**config.mk**
```make
export PLATFORM = sky130hd
export DESIGN_NAME = barrel_shifter
export DESIGN_NICKNAME = d
export VERILOG_FILES = /design/src/rtl/barrel_shifter.sv
export SDC_FILE = /design/constraint.sdc
export NUM_CORES = 1
export LEC_CHECK = 0
export BUFFER_PORTS_ARGS = -buffer_cell sky130_fd_sc_hd__buf_2
export CELL_PAD_IN_SITES_DETAIL_PLACEMENT = 0
export CELL_PAD_IN_SITES_GLOBAL_PLACEMENT = 1
export CORE_ASPECT_RATIO = 1.2
export CORE_UTILIZATION = 30
export CTS_BUF_LIST = sky130_fd_sc_hd__clkbuf_8
export DETAILED_ROUTE_END_ITERATION = 7
export PLACE_DENSITY = 0.6
export SYNTH_ARGS = -nofsm -noshare
export SYNTH_HDL_FRONTEND = slang
export SYNTH_SLANG_ARGS = --single-unit
```
**constraint.sdc**
```tcl
create_clock -name Clk -period 2.55 [get_ports Clk]
set_input_delay 0.1275 -clock Clk [delete_from_list [all_inputs] [get_ports Clk]]
set_output_delay 0.1275 -clock Clk [all_outputs]
set_load 0.01 [all_outputs]
```
**src/rtl/barrel_shifter.sv**
```systemverilog
// barrel_shifter: registered log-stage shifter, arithmetic right or logical left
module barrel_shifter #(
  parameter int WIDTH = 32,
  parameter int AMT_W = 5
) (
  input  logic             Clk,
  input  logic             Rst,
  input  logic             SH_DIR,
  input  logic [AMT_W-1:0] SH_AMT,
  input  logic [WIDTH-1:0] D_IN,
  output logic [WIDTH-1:0] D_OUT
);
  logic [WIDTH-1:0] w_rev_in;
  logic [WIDTH-1:0] w_rev_out;
  logic [WIDTH-1:0] w_result;
  logic [WIDTH-1:0] w_stage [AMT_W+1];
  logic             w_fill;
  logic [WIDTH-1:0] r_d_out;
  // Right shifts reuse the left-shift stages by reversing bits on the way in and out;
  // the fill bit is the sign for right shifts and zero for left shifts.
  assign w_fill     = SH_DIR & D_IN[WIDTH-1];
  assign w_stage[0] = SH_DIR ? w_rev_in : D_IN;
  for (genvar i = 0; i < WIDTH; i++) begin : g_rev
    assign w_rev_in[i]  = D_IN[WIDTH-1-i];
    assign w_rev_out[i] = w_stage[AMT_W][WIDTH-1-i];
  end
  for (genvar k = 0; k < AMT_W; k++) begin : g_stage
    localparam int S = 2 ** k;
    assign w_stage[k+1] = SH_AMT[k] ? {w_stage[k][WIDTH-1-S:0], {S{w_fill}}} : w_stage[k];
  end
  assign w_result = SH_DIR ? w_rev_out : w_stage[AMT_W];
  // Output register; reset wins over the shift sampled on the same edge
  always_ff @(posedge Clk) r_d_out <= Rst ? '0 : w_result;
  assign D_OUT = r_d_out;
endmodule

```
Word level (Yosys, flattened, before mapping)
Cells that the tools add are included.
{"block": "totals", "regBits": 32, "input_bits": 40, "elab_cells": 9}
{"block": "op_classes", "bitwise": 1, "mux": 7}
{"cell": "32-bit two-way mux", "count": 7}
{"cell": "1-bit bitwise AND", "count": 1}

Depth between registers and ports, before layout
{"block": "logic_depth", "ltp_word": 7, "ltp_mapped": 10}

Worst setup path after synthesis
Ideal clock, no wire load.
{"block": "synth_timing", "path_type": "input to register", "startpoint": "input SH_AMT[0]", "endpoint": "register r_d_out[22], in the netlist D_OUT[22]", "setup_ns": 0.134, "required_ns": 2.416, "stages": 7, "slack_ns": 0.502, "t_arrival_ns": 1.914, "path_cell_list": "buf_6 -> buf_8 -> mux2_2 -> mux4_2 -> mux4_2 -> a22oi_2 -> o22ai_1"}
{"block": "synth_via", "elab_chain_cells": 6}
{"item": "from (decl)", "line_no": "9", "rtl": "input logic [AMT_W-1:0] SH_AMT,"}
{"item": "32-bit two-way mux (5 in series)", "line_no": "29", "rtl": "assign w_stage[k+1] = SH_AMT[k] ? {w_stage[k][WIDTH-1-S:0], {S{w_fill}}} : w_stage[k];"}
{"item": "32-bit two-way mux", "line_no": "31", "rtl": "assign w_result = SH_DIR ? w_rev_out : w_stage[AMT_W];"}
{"item": "to (signal assigned)", "line_no": "33", "rtl": "always_ff @(posedge Clk) r_d_out <= Rst ? '0 : w_result;"}
{"item": "to (decl)", "line_no": "18", "rtl": "logic [WIDTH-1:0] r_d_out;"}
Every way passes these cells.
A chain may end at the register's enable or synchronous reset.

Worst setup path in the final report
{"block": "layout_timing", "startpoint": "input SH_AMT[0]", "endpoint": "register r_d_out[20], in the netlist D_OUT[20]"}
The elaborated chain is that of the path after synthesis.

==> flow_metrics.py <==
metrics = {
    "cts": {
        "cts_tree": "yes",
        "cts-hold-fix-buffers": 0,
        "post_cts_buffers": 0,
        "clk_pin_slew_ns": 0.06,
        "numCtsBuffers": 5,
        "ctsRootBufferMaster": "clkbuf_8",
        "cts_resized": 0,
        "htreeDepth": 2,
        "clkSinkCount": 32,
        "cts_max_path_buffers": 2,
    },
    "sta": {
        "finalSetupViolations": 0,
        "slew_violations": 0,
        "hold_violations": 0,
        "rsz0062_at_grt": "false",
        "finalSetupTns_ns": 0,
        "worstMarginPinSlew_ns": 0.582,
        "relSlewSlack": 0.602,
        "period_minus_slack_ns": 2.19,
        "fmax_ghz": 0.456,
        "fin_crit_sh": 0.861,
    },
    "setup_path": {
        "max_stage_delay_ns": 0.59,
        "end_kind": "register",
        "critPathArrivalTime_ns": 2.35,
        "worst_ep_required_time_ns": 2.70,
        "cp_common_cell": "buf_4",
        "slowest_stage": "a222oi_1",
        "crit_buf_inv": 4,
        "worstSetupStartpointType": "primary input",
        "cp_top_family": "compound AO/OA/AOI/OAI gates",
        "setup.worst_path.class": "primary input to register",
        "crit_chain": "buf_2 > buf_12 > buf_4 > mux2i_1 > o22ai_1 > or2_2 > a222oi_1 > buf_4 > o221ai_1",
        "crit_fanout": 26,
    },
    "run": {
        "drv_cap": 0,
    },
    "min_path": {
        "min_path_type": "primary input to register",
    },
    "floorplan": {
        "dieArea_um2": 14200,
        "fp.dieH_um": 131,
        "ios": 72,
        "core_area_um2": 13300,
        "initial_core_util": 0.311,
        "rows": 46,
        "fp.dieW_um": 109,
    },
    "grt": {
        "met2_usage": 0.471,
        "gr-usage-met1": 0.328,
        "grt_pass1_wl_mm": 28.4,
        "top_usage_layer": "met2",
        "grt_util_met3": 0.0193,
        "antenna_found_initial": 0,
        "grt_max_degree": 37,
        "grt_pass1_vias": 4578,
        "gr-total-overflow": 0,
        "track_usage": 0.271,
    },
    "yosys": {
        "synthCells": 502,
        "ys.flop_type": "dfxtp_1",
        "ys_ff_latch": 32,
        "synth_edf_count": 0,
        "async_reset_ff_frac": 0,
        "yosys_warnings": 0,
        "synth_seq_area_share": 0.155,
        "syn_area_um2": 4130,
        "yosysUniqueCellTypes": 70,
        "synth_nets": 542,
        "syn_area_per_cell_um2": 8.23,
    },
    "power_and_ir_drop": {
        "p_per_area_nw_per_um2": 402,
        "power_switching_mw": 0.797,
        "vdd_ir_drop_max_mv": 0.286,
        "p_int_mw": 1.15,
        "clock_power_share": 0.197,
        "p_sw_frac": 0.409,
        "total_leakage_power_nw": 1.99,
        "combPwrFrac": 0.518,
        "seq_power_share": 0.285,
    },
    "drt": {
        "routed_wl_mm": 18.9,
        "drc": 0,
        "drtAntennaViolNets": 0,
        "wl_per_cell_um": 25.5,
        "drt-initial-drc-count": 402,
        "dr.pass1.iters": 5,
        "routed_via_density": 6.44,
        "vias": 4773,
    },
    "finish": {
        "utilization": 0.365,
        "most-common-layout-cells": "71 x buf_2, 52 x nand2_1, 45 x nor2_1, 42 x mux2i_1",
        "drive_gt1_frac": 0.312,
        "largest_reg_flops": 32,
        "post_layout_nonfiller_instances": 741,
        "syn_to_final_growth_pct": 17.5,
        "layout_commonest_cell": "buf_2",
        "antenna_cells": 0,
        "fillers": 1411,
        "nets": 612,
    },
    "run_status": {
        "status": "complete, no violations",
    },
    "place": {
        "place_hpwl_mm": 15.2,
        "portBuffers": 71,
        "routabilityCongestion": 0.943,
        "place_inst": 733,
    },
}
[per-stage QoR]
stage / total power, mW / instance area (um2) / worst slack [ns] / hold WS (ns)
2_1_floorplan: 1.18 / 4130 / 0.502 / 0.330
3_3_place_gp: 1.56 / 4760 / 0.00272 / 0.521
3_5_place_dp: 1.55 / 4760 / 0.107 / 0.522
4_1_cts: 1.94 / 4850 / 0.390 / 0.233
5_1_grt: 2.04 / 4850 / 0.269 / 0.253
6_report: 1.95 / 4850 / 0.356 / 0.247
[logic make-up after synthesis]
logic type	synth area share
AO/OA/AOI/OAI	0.294
buffers and inverters	0.0642
AND/OR/NAND/NOR	0.169
flip-flops	0.155
XOR/XNOR	0.00212
multiplexers	0.315
[power by group through the flow]
stage	combinational (mW)	clock, mW	sequential (mW)
2_1_floorplan	0.580	0	0.596
3_3_place_gp	0.988	0	0.568
3_5_place_dp	0.982	0	0.569
4_1_cts	0.987	0.393	0.557
5_1_grt	1.07	0.414	0.561
6_report	1.01	0.384	0.557
[synthesized netlist by cell type (3+ instances only)]
library cell | count | share of area
a222oi_1 | 3 | 0.0073
nand4_1 | 6 | 0.0091
o31ai_1 | 4 | 0.0073
nor3_1 | 10 | 0.012
nand3_1 | 12 | 0.015
or2_2 | 3 | 0.0045
mux4_2 | 22 | 0.12
o2bb2ai_1 | 3 | 0.0064
buf_2 | 11 | 0.013
a211oi_1 | 7 | 0.013
a21o_1 | 3 | 0.0055
o221ai_1 | 5 | 0.011
a31oi_1 | 3 | 0.0045
a2bb2oi_1 | 4 | 0.0085
mux2i_1 | 42 | 0.10
nand2_1 | 52 | 0.047
o22a_1 | 4 | 0.0085
nor2b_1 | 5 | 0.0076
a22oi_1 | 12 | 0.022
o22ai_1 | 20 | 0.030
and2_1 | 5 | 0.0076
buf_1 | 4 | 0.0036
nor2_1 | 45 | 0.041
mux2_2 | 33 | 0.090
clkbuf_1 | 21 | 0.019
inv_1 | 5 | 0.0045
a211o_1 | 5 | 0.011
o211ai_1 | 9 | 0.016
a21boi_0 | 3 | 0.0055
o21ai_0 | 29 | 0.035
buf_6 | 4 | 0.011
a2111oi_0 | 3 | 0.0064
nor4_1 | 3 | 0.0045
a21oi_1 | 17 | 0.021
dfxtp_1 | 32 | 0.16
nand2b_1 | 4 | 0.0061
a32oi_1 | 6 | 0.013
[cell type report]
cell class	count	area, um2	area share
Clock buffer	6	82.6	0.0170
Clock inverter	2	7.51	0.00155
Inverter	7	26.3	0.00541
Multi-Input combinational cell	419	3220	0.664
Sequential cell	32	641	0.132
Tap cell	168	210	0.0433
Timing Repair Buffer	107	663	0.137
[final timing paths]
| check | cells past startpoint | slack [ns] | start | end |
|---|---|---|---|---|
| worst min-delay path | 2 | 0.25 | Rst | D_OUT[28]$_SDFF_PP0_ |
| worst max-delay path | 9 | 0.36 | SH_AMT[0] | D_OUT[20]$_SDFF_PP0_ |
[layer usage]
metal  routed length, um  vias up
li1                    -     2118
met1                7500     2315
met2                9250      274
met3                1120       66
met4                1010        0
met5                   0        -
Power figures use the tool's default switching activity.
